File: src/rtl/step_accumulator.sv
// Step-indexed signed multiply-accumulate that follows the 38-step sequencer.
// Optional macro STEP_ACC_RELU_EN clamps a negative final pass sum to zero.
//
//   state | meaning
//   IDLE  | waiting for step 0 with step_en high
//   ACCUM | pass in progress, expecting step exp_q next
module step_accumulator #(
  parameter int NUM_STEPS = 38,
  parameter int STEP_W    = 9,
  parameter int DATA_W    = 8,
  parameter int ACC_W     = 20
) (
  input  logic                     clk,
  input  logic                     rst,
  input  logic                     step_en,
  input  logic [STEP_W-1:0]        step_in,
  input  logic signed [DATA_W-1:0] x_in,
  input  logic signed [DATA_W-1:0] w_in,
  input  logic signed [ACC_W-1:0]  threshold,
  output logic signed [ACC_W-1:0]  result,
  output logic                     result_valid,
  output logic                     fire,
  output logic                     busy,
  output logic                     aborted,
  output logic [7:0]               pass_count
);

  typedef enum logic {IDLE, ACCUM} state_t;

  localparam logic [STEP_W-1:0] LAST_STEP = STEP_W'(NUM_STEPS - 1);
  localparam logic [ACC_W-1:0]  MAX_POS   = {1'b0, {(ACC_W-1){1'b1}}};
  localparam logic [ACC_W-1:0]  MAX_NEG   = {1'b1, {(ACC_W-1){1'b0}}};

  state_t                   state_q;
  logic [ACC_W-1:0]         acc_q;
  logic                     sat_q;
  logic [STEP_W-1:0]        exp_q;
  logic signed [ACC_W-1:0]  result_q;
  logic                     result_valid_q;
  logic                     fire_q;
  logic                     busy_q;
  logic                     aborted_q;
  logic [7:0]               pass_count_q;

  logic signed [2*DATA_W-1:0] prod;
  logic [ACC_W-1:0]           prod_ext;
  logic [ACC_W:0]             sum_wide;
  logic                       ovf_d;
  logic [ACC_W-1:0]           sum_d;
  logic signed [ACC_W-1:0]    final_d;

  always_comb begin
    prod     = x_in * w_in;
    prod_ext = {{(ACC_W-2*DATA_W){prod[2*DATA_W-1]}}, prod};
    sum_wide = {acc_q[ACC_W-1], acc_q} + {prod_ext[ACC_W-1], prod_ext};
    ovf_d    = sum_wide[ACC_W] != sum_wide[ACC_W-1];
    // Once a pass has hit a rail it stays there until the pass ends.
    if (sat_q)
      sum_d = acc_q;
    else if (ovf_d)
      sum_d = sum_wide[ACC_W] ? MAX_NEG : MAX_POS;
    else
      sum_d = sum_wide[ACC_W-1:0];
`ifdef STEP_ACC_RELU_EN
    final_d = sum_d[ACC_W-1] ? '0 : sum_d;
`else
    final_d = sum_d;
`endif
  end

  always_ff @(posedge clk) begin
    if (rst) begin
      state_q        <= IDLE;
      acc_q          <= '0;
      sat_q          <= 1'b0;
      exp_q          <= '0;
      result_q       <= '0;
      result_valid_q <= 1'b0;
      fire_q         <= 1'b0;
      busy_q         <= 1'b0;
      aborted_q      <= 1'b0;
      pass_count_q   <= '0;
    end else begin
      result_valid_q <= 1'b0;
      aborted_q      <= 1'b0;
      case (state_q)
        IDLE: begin
          // acc_q is always zero here, so sum_d is sat(p).
          if (step_en && step_in == '0) begin
            acc_q   <= sum_d;
            sat_q   <= ovf_d;
            exp_q   <= STEP_W'(1);
            busy_q  <= 1'b1;
            state_q <= ACCUM;
          end
        end
        ACCUM: begin
          if (!step_en || step_in != exp_q) begin
            aborted_q <= 1'b1;
            acc_q     <= '0;
            sat_q     <= 1'b0;
            exp_q     <= '0;
            busy_q    <= 1'b0;
            state_q   <= IDLE;
          end else if (exp_q == LAST_STEP) begin
            result_q       <= final_d;
            fire_q         <= final_d > threshold;
            result_valid_q <= 1'b1;
            pass_count_q   <= pass_count_q + 8'd1;
            acc_q          <= '0;
            sat_q          <= 1'b0;
            exp_q          <= '0;
            busy_q         <= 1'b0;
            state_q        <= IDLE;
          end else begin
            acc_q <= sum_d;
            sat_q <= sat_q | ovf_d;
            exp_q <= exp_q + STEP_W'(1);
          end
        end
        default: state_q <= IDLE;
      endcase
    end
  end

  assign result       = result_q;
  assign result_valid = result_valid_q;
  assign fire         = fire_q;
  assign busy         = busy_q;
  assign aborted      = aborted_q;
  assign pass_count   = pass_count_q;

endmodule

File: config.mk
export PLATFORM = sky130hd
export DESIGN_NAME = step_accumulator
export DESIGN_NICKNAME = d
export VERILOG_FILES = /design/src/rtl/step_accumulator.sv
export SDC_FILE = /design/constraint.sdc
export NUM_CORES = 1
export LEC_CHECK = 0
export BUFFER_PORTS_ARGS = -buffer_cell sky130_fd_sc_hd__buf_2
export CORE_ASPECT_RATIO = 1.75
export CORE_MARGIN = 2
export CORE_UTILIZATION = 60
export CTS_BUF_LIST = sky130_fd_sc_hd__clkbuf_4 sky130_fd_sc_hd__clkbuf_8
export CTS_CLUSTER_DIAMETER = 100
export DETAILED_ROUTE_END_ITERATION = 8
export PLACE_DENSITY_LB_ADDON = 0.3
export SYNTH_ARGS = -nofsm -noshare
export SYNTH_HDL_FRONTEND = slang
export SYNTH_SLANG_ARGS = --single-unit
export TNS_END_PERCENT = 30
File: constraint.sdc
create_clock -name clk -period 10.82 [get_ports clk]
set_input_delay 1.623 -clock clk [delete_from_list [all_inputs] [get_ports clk]]
set_output_delay 1.623 -clock clk [all_outputs]
set_load 0.05 [all_outputs]
==> results of run 1 <==
[layer usage]
layer / vias to the layer above / track usage
met5: - / 0
met2: 204 / 0.539
met3: 54 / 0.0316
met1: 2863 / 0.309
li1: 2802 / -
met4: 0 / 0.126
[cells in the mapped netlist, drive strengths merged (3+ instances only)]
| master | count |
|---|---|
| mux2 | 4 |
| dfxtp | 63 |
| maj3 | 11 |
| xor2 | 17 |
| and3 | 8 |
| o21ai | 46 |
| o31ai | 3 |
| nand3 | 5 |
| o21a | 14 |
| nor4 | 6 |
| nand4 | 12 |
| or3 | 3 |
| and2 | 34 |
| buf | 4 |
| nor3 | 5 |
| nand2 | 87 |
| nand2b | 4 |
| o21bai | 3 |
| nor3b | 8 |
| ha | 71 |
| a21oi | 22 |
| nor2b | 5 |
| o22ai | 3 |
| inv | 117 |
| xnor2 | 20 |
| clkbuf | 15 |
| fa | 92 |
| a31oi | 5 |
| a21o | 16 |
| nor2 | 68 |
| a311oi | 3 |
| a211oi | 7 |
| a22o | 5 |
[logic make-up after synthesis]
group                    count (synthesis)  synth area share
XOR/XNOR                                37            0.0454
buffers and inverters                  137            0.0753
multiplexers                             4           0.00684
flip-flops                              63             0.177
AO/OA/AOI/OAI                          140             0.127
AND/OR/NAND/NOR                        253             0.170
adder cells (fa/ha/maj)                174             0.399
[worst max path at each step]
stage             from    to  slack, ns  depth (start not counted)
2_1_floorplan  w_in[4]  fire       2.48                         26
3_3_place_gp   w_in[0]  fire       1.65                         25
3_5_place_dp   x_in[7]  fire       1.37                         26
4_1_cts        x_in[7]  fire       1.73                         26
5_1_grt        w_in[0]  fire       1.24                         26
6_report       x_in[7]  fire       1.62                         26
[per-stage QoR]
step,hold slack (ns),setup WS [ns],cell area [um2],util
final,0.465,1.62,7830,0.676
after CTS,0.467,1.73,7830,0.676
after detailed placement,0.449,1.37,7620,0.658
after global routing,0.487,1.24,7830,0.676
after global placement,0.443,1.65,7620,0.658
after floorplan,0.425,2.48,7130,-
[area by class of cell]
class	instances	area (um2)	share of cell area
inverters	118	443	0.0566
clock buffers	12	159	0.0203
multi-input cells	608	5330	0.682
clock inverters	3	42.5	0.00544
well taps	135	169	0.0216
flip-flops and latches	63	1260	0.161
repair buffers	82	418	0.0534
[sequential cells by signal, summed over array words and instances (netlist names), 8 cells and up]
name,cells
pass_count,8
exp_q,9
result,20
acc_q,20
[worst max-delay path, stage by stage]
cell and delay [ns]:
buf_2 0.17, and2_1 0.60, inv_1 0.14, fa_1 0.54
inv_1 0.06, fa_1 0.54, fa_1 0.46, fa_1 0.59
fa_1 0.44, ha_1 0.34, o21ai_0 0.13, nor2_1 0.10
o31ai_1 0.57, a21oi_1 0.20, nor2_1 0.57, nor2_2 0.24
o21ai_0 0.31, nand2_1 0.09, ha_1 0.28, nand4_1 0.11
nor3_1 0.31, nand4_1 0.18, o21a_1 0.22, nor3b_1 0.13
or3_1 0.35, a21oi_1 0.17
==> metrics.md, run 1 <==
| Metric | Value |
|---|---|
| Post-detail-place hpwl | `between 10 and 15 mm` |
| Post-synthesis cell type count | `between 50 and 60` |
| Hold Path Stages | `2` |
| Top cells by area, synth | `fa_1 26%, dfxtp_1 18%, ha_1 12%` |
| DR iter-0 viols | `299` |
| Status | `completed` |
| Commonest cells after routing, fill and taps aside | `117 x inv_1, 92 x fa_1, 87 x nand2_1, 79 x buf_2, 71 x ha_1` |
| Dpl cells | `around 1000` |
| Core footprint | `roughly 12000 um2` |
| CTS tree | `built` |
| Routed met3 length | `roughly 670 um` |
| Worst reg2reg path depth | `26` |
| WS Path Type | `input port to flip-flop` |
| Setup TNS | `0 ns` |
| RePlAce Congestion | `0.990` |
| Hold Crit Class | `flip-flop to flip-flop` |
| Sequential area share after synthesis | `0.177` |
| Cells after synthesis | `roughly 800` |
| Hold Path Sink | `acc_q[4]` |
| Layout cells sized above 1 | `0.120` |
| Finished Layout Cells | `~1000` |
| Num ports | `80` |
| Max Slew Vio Count | `0` |
| Worst reg2reg path startpoint | `acc_q[6]` |
| Max-Cap Viols | `0` |
| Endpoints failing setup | `0` |
| FILL cells | `around 960` |
| Nets | `roughly 1100` |
| Area delta synth->final | `9.74%` |
| Clk root buf | `clkbuf_8` |
| Post-CTS setup buffer count | `0` |
| Largest net degree at the start of global routing | `39` |
| Top_reg_cell synth | `dfxtp_1` |
| Final antenna-violating net count | `0` |
| Crit path DAT | `9.48 ns` |
| Post_cts resized | `0` |
| Via/cell ratio | `between 5 and 6` |
| Crit-path max FO | `13` |
| Worst slew margin relative to its limit | `0.436` |
| Worst Tran Pin Value | `~0.85 ns` |
| Most common cell after layout, fill and taps aside | `inv_1` |
| Startpoint Class | `input port` |
| DR top layer | `met4` |
| Post-Syn Area | `roughly 7100 um2` |
| Total CTS buffers | `9` |
| Clock skew | `~0.0084 ns` |
| Grt ovf | `0` |
| Hold_sp | `acc_q[4]` |
| Die Wd | `just under 90 um` |
| Yosys reg bits | `63` |
| Initial Utilization | `0.616` |
| Final wirelength | `17.3 mm` |
| CTS Hold Bufs | `0` |
| Via count | `5923` |
| Req. time, crit path | `about 11 ns` |
| Total GRT Usage | `0.285` |
| R2R Setup Slk | `3.40 ns` |
| DRC | `0` |
| Worst skew pair latency | `roughly 0.35 ns` |
| RSZ-0062 raised after global routing | `no` |
| M1 WL | `~6.4 mm` |
| Net Count, Synth | `1019` |
| FFs w/ async S/R, synth | `0` |
| Clock Path Buffers | `2` |
| Die height | `~150 um` |
| Final min period | `between 9 and 10 ns` |
| Fmax | `roughly 0.11 GHz` |
| EDFF count, synth | `0` |
| Detailed Routing Iterations Pass 1 | `5` |
| Site Rows | `52` |
| Wirelength per Cell | `16.9 um` |
| # diodes | `0` |
| DR WL met2 | `about 9.5 mm` |
| RR Endpoint | `fire` |
| Vias in the first global route | `roughly 6300` |
| Syn avg cell area | `8.83 um2` |
| Warnings, synthesis | `0` |
| Yosys top cell by area | `fa_1` |
| Tcrit/Tclk final | `0.851` |
| First-pass GRT wire length | `between 20 and 30 mm` |
| Final Hold Fails | `0` |
| Clock sink count | `63` |
| CP Capture Type | `flip-flop` |
| Clk slew on worst S/H paths | `about 0.070 ns` |
| Antenna violations before repair | `0` |
| Die area | `about 13000 um2` |
| Top-area cell type share of the netlist area | `0.258` |
| Port buffer count | `between 70 and 80` |
| Depth of the CTS H-tree | `3` |
Power of run 1 is left out: the tool's default activity adds up to more than one toggle a clock period on the data nets, which glitch-free logic cannot reach.
==> run 2: changes to the inputs <==
CORE_UTILIZATION = 48   (was 60)
CTS_BUF_LIST = sky130_fd_sc_hd__clkbuf_4 sky130_fd_sc_hd__clkbuf_8 sky130_fd_sc_hd__clkbuf_16   (was sky130_fd_sc_hd__clkbuf_4 sky130_fd_sc_hd__clkbuf_8)
SLEW_MARGIN = 0   (was not set)
==> run 2 against run 1 <==
Sequential share of layout area fell by 0.30 points. Hold slack got worse by 0.0091 ns. Sequential cell count did not move. Setup slack improved by 0.18 ns. Final area rose by 1.9%. First-iteration DRC count fell by 15%. Cell count rose by 4.7%. Fmax rose by 2.0%. Global-route usage fell by 5.5 points. Core utilization fell by 13 points. Critical path depth did not move. Critical path type unchanged. Critical endpoint unchanged.
==> metrics.md, run 2 (synthesis gave the netlist of run 1 again) <==
| Metric | Value |
|---|---|
| Area delta synth->final | `11.8%` |
| Clk root buf | `clkbuf_16` |
| Worst skew pair latency | `0.33 ns (-0.02 ns)` |
| Worst reg2reg path depth | `26 (unchanged)` |
| RePlAce Congestion | `0.889 (-10%)` |
| Commonest cells after routing, fill and taps aside | `117 x inv_1, 92 x fa_1, 87 x nand2_1, 79 x buf_2, 71 x ha_1` |
| CP endpoint | `fire` |
| Total GRT Usage | `0.230 (-0.0547)` |
| R2R Setup Slk | `3.48 ns (+0.08 ns)` |
| Hold_sp | `acc_q[3]` |
| CTS tree | `built` |
| Final core utilization | `0.543 (-0.133)` |
| Critical Path Stages | `26 (unchanged)` |
| Clk slew on worst S/H paths | `0.05 ns (-0.02 ns)` |
| Crit path buffers/inverters | `3 (unchanged)` |
| Largest net degree at the start of global routing | `39 (unchanged)` |
| Tcrit/Tclk final | `0.834 (-0.0164)` |
| Req. time, crit path | `11.08 ns (about the same)` |
| Endpoints failing setup | `0 (unchanged)` |
| Total CTS buffers | `9 (unchanged)` |
| DR iter-0 viols | `253 (-15%)` |
| Crit path from | `w_in[0]` |
| Die area | `15900 um2 (+24%)` |
| Detailed Routing Iterations Pass 1 | `4 (-1)` |
| Post_cts resized | `0 (unchanged)` |
| CTS Hold Bufs | `0 (unchanged)` |
| Worst Tran Pin Value | `1.10 ns (+0.258 ns)` |
| Most common cell after layout, fill and taps aside | `inv_1` |
| Num ports | `80 (unchanged)` |
| Setup TNS | `0 ns (unchanged)` |
| Crit-path max FO | `13 (unchanged)` |
| Via count | `5735 (-3.2%)` |
| RR Endpoint | `fire` |
| Vias in the first global route | `6034 (-4.8%)` |
| Clock sink count | `63 (unchanged)` |
| DRC | `0 (unchanged)` |
| Top Family by Delay on Critical Path | `adder cells` |
| Max Slew Vio Count | `0 (unchanged)` |
| Slowest-stage cell, CP | `and2_1` |
| Final min period | `9.03 ns (-0.178 ns)` |
| Fmax | `0.111 GHz (+2.0%)` |
| Crit path DAT | `9.28 ns (-0.20 ns)` |
| Clock Path Buffers | `2 (unchanged)` |
| Site Rows | `59 (+13%)` |
| Critical Path Max Stage Delay | `0.61 ns (about the same)` |
| Die height | `165 um (+11%)` |
| Nets | `1092 (-0.091%)` |
| Die Wd | `96.1 um (+11%)` |
| Clock skew | `0.00548 ns (-0.00297 ns)` |
| Port buffer count | `79 (unchanged)` |
| First-pass GRT wire length | `28.6 mm (-1.6%)` |
| Worst reg2reg path startpoint | `acc_q[6]` |
| Via/cell ratio | `5.36 (-7.5%)` |
| Placed cell area | `7680 um2 (+0.69%)` |
| Hold Crit Class | `flip-flop to flip-flop` |
| Dpl cells | `1053 (+4.7%)` |
| Status | `completed` |
| Final wirelength | `16.7 mm (-3.4%)` |
| RSZ-0062 raised after global routing | `no` |
| WS Path Type | `input port to flip-flop` |
| Initial Utilization | `0.485 (-0.130)` |
| CP most frequent cell | `fa_1` |
| Design area | `7980 um2 (+1.9%)` |
| Wirelength per Cell | `15.6 um (-7.8%)` |
| CP Capture Type | `flip-flop` |
| Grt ovf | `0 (unchanged)` |
| Antenna violations before repair | `0 (unchanged)` |
| Max-Cap Viols | `0 (unchanged)` |
| Finished Layout Cells | `1069 (+4.7%)` |
| Depth of the CTS H-tree | `3 (unchanged)` |
| # diodes | `0 (unchanged)` |
| Post-detail-place hpwl | `14.1 mm (-3.6%)` |
| Core footprint | `14700 um2 (+27%)` |
| Startpoint Class | `input port` |
| Post-CTS setup buffer count | `0 (unchanged)` |
| Layout cells sized above 1 | `0.120 (unchanged)` |
| Final Hold Fails | `0 (unchanged)` |
| Worst slew margin relative to its limit | `0.264 (-0.172)` |
| Final antenna-violating net count | `0 (unchanged)` |
## run 2: worst min path at each step
stage / end / slack, ns / depth (start not counted)
6_report: acc_q[3] / 0.46 / 2
5_1_grt: acc_q[3] / 0.48 / 2
4_1_cts: acc_q[3] / 0.46 / 2
3_5_place_dp: acc_q[3] / 0.44 / 2
3_3_place_gp: acc_q[3] / 0.44 / 2
2_1_floorplan: acc_q[3] / 0.43 / 2
## run 2: area by class of cell
| cell class | count | area (um2) |
|---|---|---|
| clock inverters | 4 | 45.0 |
| multi-input cells | 608 | 5330 |
| repair buffers | 81 | 410 |
| flip-flops and latches | 63 | 1260 |
| inverters | 118 | 443 |
| well taps | 183 | 229 |
| clock buffers | 12 | 254 |
| fillers | 1358 | 6710 |
## run 2: worst reg2reg max path, stage by stage (launching register included)
cell,delay [ns]
dfxtp_1,0.37
inv_1,0.08
fa_1,0.53
inv_1,0.07
fa_1,0.51
inv_1,0.05
fa_1,0.49
inv_1,0.07
fa_1,0.48
ha_1,0.30
ha_1,0.35
nor2b_1,0.17
o31ai_1,0.50
a211oi_1,0.19
o31a_1,0.34
nor2_1,0.50
nor2_2,0.22
a21oi_1,0.28
o21ai_0,0.17
ha_1,0.34
nand2_1,0.08
nor3_1,0.22
nand4_1,0.17
o21a_1,0.21
nor3b_1,0.13
or3_1,0.34
a21oi_1,0.14
## run 2: per-layer routing
layer / GRT usage / wire length, um
met5: 0 / 0
met3: 0.0290 / 526
met1: 0.269 / 6690
met2: 0.423 / 9110
met4: 0.0773 / 351
## run 2: through the flow
| stage | hold slack, ns | setup slack, ns |
|---|---|---|
| 3_5_place_dp | 0.442 | 1.48 |
| 6_report | 0.456 | 1.79 |
| 3_3_place_gp | 0.441 | 1.64 |
| 5_1_grt | 0.484 | 1.21 |
| 2_1_floorplan | 0.425 | 2.48 |
| 4_1_cts | 0.455 | 1.81 |
Power of run 2 is left out for the same reason.
==> run 3: changes to the inputs <==
clock period = 9.4 ns   (was 10.82 ns; I/O delays follow)
==> run 3 against run 2 <==
Clock skew rose by 0.0028 ns. Global-route usage increased by 1.2 points. Critical path depth unchanged. Non-clock buffer count increased by 5. Hold slack gained 0.0046 ns. Cell count rose by 0.47%. Via count grew 1.2%. Highest routed layer unchanged.
==> metrics.md, run 3 (synthesis gave the netlist of run 1 again) <==
| Metric | Value |
|---|---|
| Max Slew Vio Count | `0 (unchanged)` |
| WS Path Type | `input port to flip-flop` |
| Antenna violations before repair | `0 (unchanged)` |
| Depth of the CTS H-tree | `3 (unchanged)` |
| Core footprint | `14700 um2 (unchanged)` |
| Final Hold Fails | `0 (unchanged)` |
| Req. time, crit path | `9.67 ns (-1.41 ns)` |
| CTS tree | `built` |
| FILL cells | `1399 (+3.0%)` |
| First-pass GRT wire length | `29.7 mm (+3.9%)` |
| Post_cts resized | `0 (unchanged)` |
| Wirelength per Cell | `16.3 um (+4.2%)` |
| Post-CTS setup buffer count | `0 (unchanged)` |
| Final antenna-violating net count | `0 (unchanged)` |
| Vias in the first global route | `6211 (+2.9%)` |
| Clock sink count | `63 (unchanged)` |
| Worst slew margin relative to its limit | `0.224 (-0.0404)` |
| Clk root buf | `clkbuf_16` |
| RSZ-0062 raised after global routing | `no` |
| Detailed Routing Iterations Pass 1 | `5 (+1)` |
| Tcrit/Tclk final | `0.917` |
| Total GRT Usage | `0.242 (+0.0120)` |
| Die area | `15900 um2 (unchanged)` |
| Largest net degree at the start of global routing | `39 (unchanged)` |
| Hold Crit Class | `flip-flop to flip-flop` |
| Area delta synth->final | `12.8%` |
| Final min period | `~8.6 ns` |
| Most common cell after layout, fill and taps aside | `inv_1` |
| Startpoint Class | `input port` |
| Multi-input logic area | `5330 um2 (unchanged)` |
| Fmax | `roughly 0.12 GHz` |
| Num ports | `80 (unchanged)` |
| Nets | `1097 (+0.46%)` |
| DRC | `0 (unchanged)` |
| Clock skew | `0.00826 ns (+0.00278 ns)` |
| Sequential Area | `1260 um2 (unchanged)` |
| Port buffer count | `79 (unchanged)` |
| Max-Cap Viols | `0 (unchanged)` |
| Initial Utilization | `0.485 (unchanged)` |
| Die Wd | `96.1 um (unchanged)` |
| Total CTS buffers | `9 (unchanged)` |
| Crit path DAT | `8.89 ns (-0.39 ns)` |
| Layout cells sized above 1 | `0.125 (+0.00494)` |
| RePlAce Congestion | `0.923 (+3.8%)` |
| DR iter-0 viols | `246 (-2.8%)` |
| Endpoints failing setup | `0 (unchanged)` |
| Grt ovf | `0 (unchanged)` |
| # diodes | `0 (unchanged)` |
| CTS Hold Bufs | `0 (unchanged)` |
| Die height | `165 um (unchanged)` |
| Commonest cells after routing, fill and taps aside | `117 x inv_1, 92 x fa_1, 87 x nand2_1, 79 x buf_2, 71 x ha_1` |
| Site Rows | `59 (unchanged)` |
| Crit-path max FO | `10 (-3)` |
| Clock Path Buffers | `2 (unchanged)` |
| Post-detail-place hpwl | `14.5 mm (+3.4%)` |
| Worst skew pair latency | `0.34 ns (about the same)` |
| CP Capture Type | `flip-flop` |
| Final wirelength | `17.5 mm (+4.7%)` |
| Via count | `5805 (+1.2%)` |
| DP Worst Slack | `0.508 ns (-0.971 ns)` |
| Final core utilization | `0.547 (+0.00451)` |
| Setup TNS | `0 ns (unchanged)` |
| Status | `completed` |
| Clk slew on worst S/H paths | `0.06 ns (about the same)` |
| Slack of the critical path | `0.781 ns (-1.01 ns)` |
| Worst Tran Pin Value | `1.16 ns (+0.0605 ns)` |
| Via/cell ratio | `5.41 (+0.75%)` |
-- run 3: cell types whose count changed in the layout (fill, tap and decap cells not counted) --
cell	previous run	this run
clkinvlp_4	0	1
clkbuf_4	2	1
clkinv_2	3	1
buf_4	2	7
clkinv_4	0	1
bufinv_16	1	2
-- run 3: final timing paths --
| check | slack [ns] | cells past startpoint | to | start |
|---|---|---|---|---|
| setup reg to reg | 2.04 | 25 | fire | acc_q[6] |
| hold reg to reg | 0.46 | 2 | acc_q[3] | acc_q[3] |
| hold / removal | 0.46 | 2 | acc_q[3] | acc_q[3] |
| setup / recovery | 0.78 | 26 | fire | w_in[4] |
-- run 3: layer usage --
metal | part of all wire | track usage
met1 | 0.38 | 0.269
met2 | 0.54 | 0.443
met3 | 0.041 | 0.0313
met4 | 0.036 | 0.116
met5 | 0 | 0
-- run 3: area by class of cell --
type,instances,area share
Sequential cell,63,0.157
Inverter,118,0.0551
Multi-Input combinational cell,608,0.663
Tap cell,183,0.0285
Timing Repair Buffer,86,0.0557
Clock buffer,11,0.0306
Clock inverter,5,0.0101
-- run 3: worst max-delay path: stages --
cell     delay, ns
buf_2         0.15
and2_1        0.19
fa_1          0.60
inv_1         0.16
fa_1          0.63
inv_1         0.17
fa_1          0.54
fa_1          0.50
ha_1          0.31
ha_1          0.41
a21o_1        0.22
a21o_1        0.18
a221o_1       0.32
o31a_1        0.27
nor2_1        0.53
nor2_2        0.23
a21oi_1       0.32
o21ai_0       0.14
ha_1          0.32
nand2_1       0.09
nor3_1        0.24
nand4_1       0.16
o21a_1        0.20
nor3b_1       0.13
or3_1         0.34
a21oi_1       0.14
-- run 3: metrics by stage --
stage / std cells / hold WS [ns] / cell area, um2
2_1_floorplan: 808 / 0.425 / 7130
3_3_place_gp: 1058 / 0.436 / 7710
3_5_place_dp: 1058 / 0.447 / 7710
4_1_cts: 1074 / 0.459 / 8040
5_1_grt: 1074 / 0.478 / 8040
6_report: 1074 / 0.460 / 8040
Power of run 3 is left out for the same reason.
